<file path="src/rtl/serial_add_sched_pkg.sv">
// Shared definitions for the bit-serial add scheduler: FSM encoding, requester count,
// and the bit-counter width helper.
package serial_add_sched_pkg;

    typedef enum logic [1:0] {
        IDLE  = 2'd0,
        LOAD  = 2'd1,
        SHIFT = 2'd2,
        DONE  = 2'd3
    } state_t;

    localparam int NREQ = 2;

    // Counter must be able to hold the value WIDTH.
    function automatic int cnt_width(input int w);
        return $clog2(w + 1);
    endfunction

endpackage

</file>
<file path="src/rtl/halfadder.sv">
// Gate-level half adder cell.
module halfadder (
    input  logic a,
    input  logic b,
    output logic s,
    output logic c
);
    assign s = a ^ b;
    assign c = a & b;
endmodule

</file>
<file path="src/rtl/serial_fa_bit.sv">
// Combinational 1-bit full adder assembled from two half adder cells.
module serial_fa_bit (
    input  logic a,
    input  logic b,
    input  logic cin,
    output logic s,
    output logic co
);
    logic s1;
    logic c1;
    logic c2;

    halfadder u_ha0 (.a(a),  .b(b),   .s(s1), .c(c1));
    halfadder u_ha1 (.a(s1), .b(cin), .s(s),  .c(c2));

    assign co = c1 | c2;
endmodule

</file>
<file path="src/rtl/serial_add_sched.sv">
// Round-robin scheduler sharing one bit-serial full adder between two requesters.
// Define SERIAL_ADD_SUB_EN to add sub0/sub1 ports for a - b mode.
module serial_add_sched
    import serial_add_sched_pkg::*;
#(
    parameter int WIDTH = 8
) (
    input  logic             clk,
    input  logic             rst_n,
    input  logic [NREQ-1:0]  req,
    input  logic [WIDTH-1:0] a0,
    input  logic [WIDTH-1:0] b0,
    input  logic [WIDTH-1:0] a1,
    input  logic [WIDTH-1:0] b1,
`ifdef SERIAL_ADD_SUB_EN
    input  logic             sub0,
    input  logic             sub1,
`endif
    output logic [NREQ-1:0]  gnt,
    output logic             busy,
    output logic [NREQ-1:0]  done,
    output logic [WIDTH-1:0] sum,
    output logic             cout
);
    localparam int CW = cnt_width(WIDTH);

    state_t           state_reg;
    logic [WIDTH-1:0] a_reg;
    logic [WIDTH-1:0] b_reg;
    logic [WIDTH-1:0] res_reg;
    logic             carry_reg;
    logic [CW-1:0]    cnt_reg;
    logic             prio_reg;
    logic [NREQ-1:0]  gnt_reg;
    logic             busy_reg;
    logic [NREQ-1:0]  done_reg;
    logic [WIDTH-1:0] sum_reg;
    logic             cout_reg;

    logic [WIDTH-1:0] a_req [NREQ];
    logic [WIDTH-1:0] b_req [NREQ];
    logic [NREQ-1:0]  sub_req;
    logic             sel;
    logic [NREQ-1:0]  arb_gnt;
    logic             fa_s;
    logic             fa_co;
    logic [WIDTH-1:0] res_next;

    assign a_req[0] = a0;
    assign a_req[1] = a1;
    assign b_req[0] = b0;
    assign b_req[1] = b1;
`ifdef SERIAL_ADD_SUB_EN
    assign sub_req = {sub1, sub0};
`else
    assign sub_req = '0;
`endif

    assign sel = gnt_reg[1];

    // prio_reg names the requester that wins a tie.
    always_comb begin
        arb_gnt = req;
        if (req[0] && req[1])
            arb_gnt = prio_reg ? 2'b10 : 2'b01;
    end

    serial_fa_bit u_fa (
        .a  (a_reg[0]),
        .b  (b_reg[0]),
        .cin(carry_reg),
        .s  (fa_s),
        .co (fa_co)
    );

    assign res_next = (res_reg >> 1) | (WIDTH'(fa_s) << (WIDTH - 1));

    always_ff @(posedge clk or negedge rst_n) begin
        if (!rst_n) begin
            state_reg <= IDLE;
            a_reg     <= '0;
            b_reg     <= '0;
            res_reg   <= '0;
            carry_reg <= 1'b0;
            cnt_reg   <= '0;
            prio_reg  <= 1'b0;
            gnt_reg   <= '0;
            busy_reg  <= 1'b0;
            done_reg  <= '0;
            sum_reg   <= '0;
            cout_reg  <= 1'b0;
        end else begin
            case (state_reg)
                IDLE: begin
                    done_reg <= '0;
                    if (|req) begin
                        gnt_reg   <= arb_gnt;
                        busy_reg  <= 1'b1;
                        state_reg <= LOAD;
                    end
                end
                LOAD: begin
                    a_reg     <= a_req[sel];
                    b_reg     <= sub_req[sel] ? ~b_req[sel] : b_req[sel];
                    carry_reg <= sub_req[sel];
                    cnt_reg   <= '0;
                    state_reg <= SHIFT;
                end
                SHIFT: begin
                    a_reg     <= a_reg >> 1;
                    b_reg     <= b_reg >> 1;
                    res_reg   <= res_next;
                    carry_reg <= fa_co;
                    cnt_reg   <= cnt_reg + 1'b1;
                    // Publish on the last step so results are visible during DONE.
                    if (cnt_reg == CW'(WIDTH - 1)) begin
                        sum_reg   <= res_next;
                        cout_reg  <= fa_co;
                        done_reg  <= gnt_reg;
                        state_reg <= DONE;
                    end
                end
                DONE: begin
                    done_reg  <= '0;
                    gnt_reg   <= '0;
                    busy_reg  <= 1'b0;
                    prio_reg  <= gnt_reg[0];
                    state_reg <= IDLE;
                end
                default: state_reg <= IDLE;
            endcase
        end
    end

    assign gnt  = gnt_reg;
    assign busy = busy_reg;
    assign done = done_reg;
    assign sum  = sum_reg;
    assign cout = cout_reg;

endmodule

</file>
<file path="config.mk">
export PLATFORM = sky130hd
export DESIGN_NAME = serial_add_sched
export DESIGN_NICKNAME = d
export VERILOG_FILES = /design/src/rtl/serial_add_sched_pkg.sv /design/src/rtl/halfadder.sv /design/src/rtl/serial_fa_bit.sv /design/src/rtl/serial_add_sched.sv
export SDC_FILE = /design/constraint.sdc
export NUM_CORES = 1
export LEC_CHECK = 0
export CELL_PAD_IN_SITES_DETAIL_PLACEMENT = 0
export CELL_PAD_IN_SITES_GLOBAL_PLACEMENT = 1
export CORE_AREA = 8 8 97 99
export DETAILED_ROUTE_END_ITERATION = 8
export DIE_AREA = 0 0 105 107
export DONT_BUFFER_PORTS = 1
export PLACE_DENSITY = 0.48
export SLEW_MARGIN = 20
export SYNTH_ARGS = -nofsm -noshare
export SYNTH_HDL_FRONTEND = slang
export SYNTH_SLANG_ARGS = --single-unit
</file>
<file path="constraint.sdc">
create_clock -name clk -period 3.8 [get_ports clk]
set_input_delay 1.14 -clock clk [delete_from_list [all_inputs] [get_ports clk]]
set_output_delay 1.14 -clock clk [all_outputs]
set_load 0.005 [all_outputs]
</file>
After elaboration in Yosys (flattened, before gate mapping). Cells that the tools add are included.

$lt $le $gt $ge: 2. $add $sub $neg: 1. Mux-type cells: 23. Equality and inequality tests: 6. Bitwise operators: 8. Reductions and logical operators: 11.

Operator list (count): $mux 8 (7); $pmux 8 s2 (2); $mux 2 (6); $not 8->8 (1); $or 7x8->8 (1); $pmux 2 s2 (2); $pmux 2 s4 (1); $pmux 4 s2 (1); $reduce_and 2->1 (4); $reduce_bool 2->1 (3); $add 4x1->4 const B (1); $eq 2x2->1 const B (2); $eq 4x3->1 const B (1); $ne 2x2->1 const B (2); $pmux 1 s2 (2); $reduce_or 2->1 (2); $and 1x1->1 (2); $eq 2x1->1 const B (1); $ge 2x2->1 const B (1); $logic_not 2->1 (1); $lt 1x2->1 const B (1); $mux 1 (2); $not 1->2 (1); $xor 1x1->1 (2); 2 further kinds (2).

Output and inout bits: 14. Register bits: 46. Bits of input ports: 36. Logic and storage cells: 63.

Depth between registers and ports, before layout.
Word-level depth: 7. Depth in mapped cells: 6. Mapped depth without buffers: 5.

Modules after synthesis. From an unflattened synthesis, not the netlist that was laid out.

Cells, all modules: 188. Area total of the unflattened synthesis: 2220.9 µm².

By module, submodules not included: serial_add_sched (cells an instance 185, instances 1, area an instance 2189.6 µm², sequential area each 1126.1 µm²); halfadder (cells an instance 1, instances 2, area an instance 12.5 µm², sequential area each 0.0 µm²); serial_fa_bit (cells an instance 1, instances 1, area an instance 6.3 µm², sequential area each 0.0 µm²).

Least setup slack after synthesis. Ideal clock, no wire load.

Path type: in2reg. Start: input port req[0]. End: register state_reg[1]. Cell stages on the path: 3. Arrival: 1.714 ns. Path slack: 1.961 ns. Path buffers: 0. Required time: 3.675 ns. Path through: nor3b_2 -> a21oi_1 -> mux2_4.

Word-level cells in the longest chain between the ends: 3.

RTL lines: from (decl) (RTL line serial_add_sched.sv:10) `input logic [NREQ-1:0] req,`; $reduce_or 2->1 (RTL line serial_add_sched.sv:96) `if (|req) begin`; $ne 2x2->1 (no source line); $reduce_and 2->1 (no source line); to (signal assigned) (RTL line serial_add_sched.sv:99) `state_reg <= LOAD;`; to (signal assigned) (RTL line serial_add_sched.sv:107) `state_reg <= SHIFT;`; to (signal assigned) (RTL line serial_add_sched.sv:120) `state_reg <= DONE;`; to (decl) (RTL line serial_add_sched.sv:27) `state_t state_reg;`.

Every way passes these cells. A chain may end at the register's enable or synchronous reset.

Worst setup path after layout.
Start: register state_reg[0]. End: register done_reg[0] (netlist: done[0]).

Word-level cells in the longest chain between the ends: 4.

RTL lines: from (signal assigned) (RTL line serial_add_sched.sv:80) `state_reg <= IDLE;`; from (signal assigned) (RTL line serial_add_sched.sv:99); from (signal assigned) (RTL line serial_add_sched.sv:107); $eq 2x2->1 or $logic_not 2->1 (tied branches) (RTL line serial_add_sched.sv:93) `case (state_reg)`; $reduce_or 2->1 (no source line); $reduce_bool 2->1 (no source line); $reduce_and 2->1 (no source line); to (signal assigned) (RTL line serial_add_sched.sv:119) `done_reg <= gnt_reg;`; to (decl) (RTL line serial_add_sched.sv:36) `logic [NREQ-1:0] done_reg;`.

Several ways; a longest one is shown, not always the timed one.

==> load_flow_metrics.sql <==
INSERT INTO impl_metrics (metric_group, metric, value, unit) VALUES
('placed_design', 'gp_congestion', '0.655', ''),
('drt', 'route.final.wire_length', '4690', 'µm'),
('power_and_ir_drop', 'leakage', '1.00', 'nW'),
('worst_hold_path', 'hold_start', 'res_reg[1]', ''),
('floorplanning', 'ioPinCount', '50', ''),
('layout', 'layout.filler_cells', '825', ''),
('layout', 'footprint_of_the_multi_input_gates', '973', 'µm²'),
('power_and_ir_drop', 'power.switching_fraction', '37.0', '%'),
('drt', 'ant_nets', '0', ''),
('critical_path', 'path_cells', 'inv_1, ha_1, nand2b_1, o221ai_1', ''),
('layout', 'layout_common_cells', 'sky130_fd_sc_hd__dfrtp_1 (45), sky130_fd_sc_hd__nand2_1 (17), sky130_fd_sc_hd__mux2i_1 (16), sky130_fd_sc_hd__mux2_1 (16), sky130_fd_sc_hd__mux2_2 (15)', ''),
('logic_synthesis', 'count_of_synthesis_stage_warnings_from_yosys', '0', ''),
('critical_path', 'reg2reg_from', 'state_reg[0]', ''),
('drt', 'dr.pass1.iters', '3', ''),
('cts', 'clk-insertion-delay-late', '0.29', 'ns'),
('power_and_ir_drop', 'power_share_of_the_sequential_group', '40.0', '%'),
('global_routing', 'grt_pass1_wl', '7690', 'µm'),
('outcome', 'outcome', 'finished, final reports clean', ''),
('sta', 'setup-violations-final', '0', ''),
('floorplanning', 'num_rows', '33', ''),
('critical_path', 'critical_path.n_buffers_inverters', '1', ''),
('critical_path', 'reg2reg_slack', '1.81', 'ns'),
('placed_design', 'post-place-ws', '1.77', 'ns'),
('sta', 'slew-limit-headroom', '32.7', '%'),
('layout', 'layout.nets', '228', ''),
('floorplanning', 'die-height', '107', 'µm'),
('logic_synthesis', 'syn_inst', '188', ''),
('floorplanning', 'die_x', '105', 'µm'),
('worst_hold_path', 'worstHoldPathCells', '1', ''),
('power_and_ir_drop', 'combPwrFrac', '44.3', '%'),
('power_and_ir_drop', 'p_int', '1.21', 'mW'),
('logic_synthesis', 'post_synthesis_net_count', '229', ''),
('critical_path', 'reg2regPathDepth', '4', ''),
('sta', 'finalMaxSlewViolations', '0', ''),
('critical_path', 'critPathCaptureType', 'flip-flop', ''),
('sta', 'setup_slack', '1.81', 'ns'),
('power_and_ir_drop', 'powerDensity', '811', 'nW/µm²'),
('cts', 'hold_buffers', '0', ''),
('sta', 'worst_slew_pin_slew', '1.01', 'ns'),
('critical_path', 'cp_top_family', 'adder cells', ''),
('global_routing', 'grt_max_degree', '46', ''),
('global_routing', 'grt_overflow', '0', ''),
('layout', 'register_area', '1130', 'µm²'),
('logic_synthesis', 'yosysSeqAreaShare', '50.3', '%'),
('placed_design', 'port_buffers', '0', ''),
('cts', 'clk_pin_slew', '0.09', 'ns'),
('drt', 'remaining_drc_errors', '0', ''),
('layout', 'flow.area_growth_from_synthesis', '6.10', '%'),
('cts', 'cts-root-buf', 'sky130_fd_sc_hd__clkbuf_8', ''),
('sta', 'fin_skew', '0.00484', 'ns'),
('critical_path', 'slowest_cell_on_crit_path', 'sky130_fd_sc_hd__ha_1', ''),
('cts', 'cts_repair_resize_count', '0', ''),
('layout', 'post_layout_nonfiller_instances', '293', ''),
('critical_path', 'terminus_of_the_critical_flop_to_flop_path', 'done[0]', ''),
('sta', 'post-route-min-period', '1.99', 'ns'),
('logic_synthesis', 'yosysUniqueCellTypes', '34', ''),
('logic_synthesis', 'syn_area', '2240', 'µm²'),
('global_routing', 'first_global_vias', '1525', ''),
('cts', 'clock_sink_count', '45', ''),
('cts', 'htree_levels', '2', ''),
('critical_path', 'delay_contributed_by_the_slowest_stage_of_the_critical_path', '0.96', 'ns'),
('logic_synthesis', 'avgSynthCellArea', '11.9', 'µm²'),
('layout', 'mostFrequentLayoutCell', 'sky130_fd_sc_hd__dfrtp_1', ''),
('layout', 'antenna_cells_inserted', '0', ''),
('global_routing', 'global_route.usage.total', '8.64', '%'),
('cts', 'tritoncts', 'yes', ''),
('critical_path', 'cp.required', '4.01', 'ns'),
('drt', 'drt-vias-per-instance', '4.73', ''),
('cts', 'cts.repair_timing.setup_buffer_count', '0', ''),
('cts', 'cts.path.max_buffers', '2', ''),
('drt', 'wl_per_cell', '16.0', 'µm');
==> metal layers <==
layer  up-vias  global-route usage, %  routed length, µm
li1        659                      -                  -
met1       690                   8.62               1810
met2        29                   15.4               2430
met3         7                   3.66                351
met4         0                   3.87                 94
met5         -                      0                  0
==> cell families after synthesis <==
kind of cell               Yosys count  share of synthesized area, %
and+or+nand+nor                     38                          8.72
buffers and inverters               20                          6.26
muxes                               48                          23.4
adders and majority gates            5                          3.13
DFF                                 45                          50.3
AOI/OAI and AO/OA                   32                          8.11
==> area by class of cell <==
cell class	instances	area share [%]
Tap cell	105	5.54
Clock inverter	3	0.896
Sequential cell	45	47.4
Inverter	10	1.58
Timing Repair Buffer	2	0.633
Clock buffer	5	2.90
Multi-Input combinational cell	123	41.0
==> how the worst max path moves through the flow <==
stage                       from      endpoint  slack [ns]  depth (start not counted)
global route        state_reg[0]       done[0]        1.59                          4
global placement          req[0]  state_reg[1]        1.85                          3
finish              state_reg[0]       done[0]        1.81                          4
detailed placement  state_reg[0]        sum[1]        1.77                          4
CTS                 state_reg[0]        sum[1]        1.76                          4
floorplan                 req[0]  state_reg[1]        1.96                          3
==> per-stage QoR <==
stage / hold WS, ns / utilization (%)
2_1_floorplan: 0.450 / -
3_3_place_gp: 0.460 / 28.8
3_5_place_dp: 0.484 / 28.8
4_1_cts: 0.504 / 29.9
5_1_grt: 0.502 / 29.9
6_report: 0.499 / 29.9
==> Yosys cell counts <==
cell / count
sky130_fd_sc_hd__dfrtp_1: 45
sky130_fd_sc_hd__nand2_1: 17
sky130_fd_sc_hd__mux2_1: 16
sky130_fd_sc_hd__mux2i_1: 16
sky130_fd_sc_hd__mux2_2: 15
sky130_fd_sc_hd__o21ai_1: 14
sky130_fd_sc_hd__inv_1: 10
sky130_fd_sc_hd__nand3_1: 9
sky130_fd_sc_hd__o21ai_0: 7
sky130_fd_sc_hd__buf_2: 4
sky130_fd_sc_hd__ha_1: 4
sky130_fd_sc_hd__a21oi_1: 3
sky130_fd_sc_hd__nand2b_1: 3
sky130_fd_sc_hd__buf_4: 2
sky130_fd_sc_hd__buf_6: 2
sky130_fd_sc_hd__nand3b_1: 2
sky130_fd_sc_hd__o22ai_1: 2
sky130_fd_sc_hd__a31oi_1: 1
sky130_fd_sc_hd__and3b_1: 1
sky130_fd_sc_hd__buf_12: 1
sky130_fd_sc_hd__clkbuf_16: 1
sky130_fd_sc_hd__fa_1: 1
sky130_fd_sc_hd__mux2_4: 1
sky130_fd_sc_hd__nand2_2: 1
sky130_fd_sc_hd__nand4_1: 1
sky130_fd_sc_hd__nor2_1: 1
sky130_fd_sc_hd__nor2b_1: 1
sky130_fd_sc_hd__nor3b_2: 1
sky130_fd_sc_hd__o211ai_1: 1
sky130_fd_sc_hd__o221ai_1: 1
sky130_fd_sc_hd__o22a_1: 1
sky130_fd_sc_hd__o2bb2ai_1: 1
sky130_fd_sc_hd__o311ai_1: 1
sky130_fd_sc_hd__or3b_1: 1
==> power by group through the flow <==
stage               clock [mW]  sequential (mW)  combinational [mW]
floorplan                    0            0.746               0.802
global placement             0            0.774               0.843
detailed placement           0            0.784               0.878
CTS                      0.317            0.774               0.883
global route             0.339            0.797               0.960
finish                   0.303            0.769               0.852
Note: power is estimated with default switching activity, not from simulation.
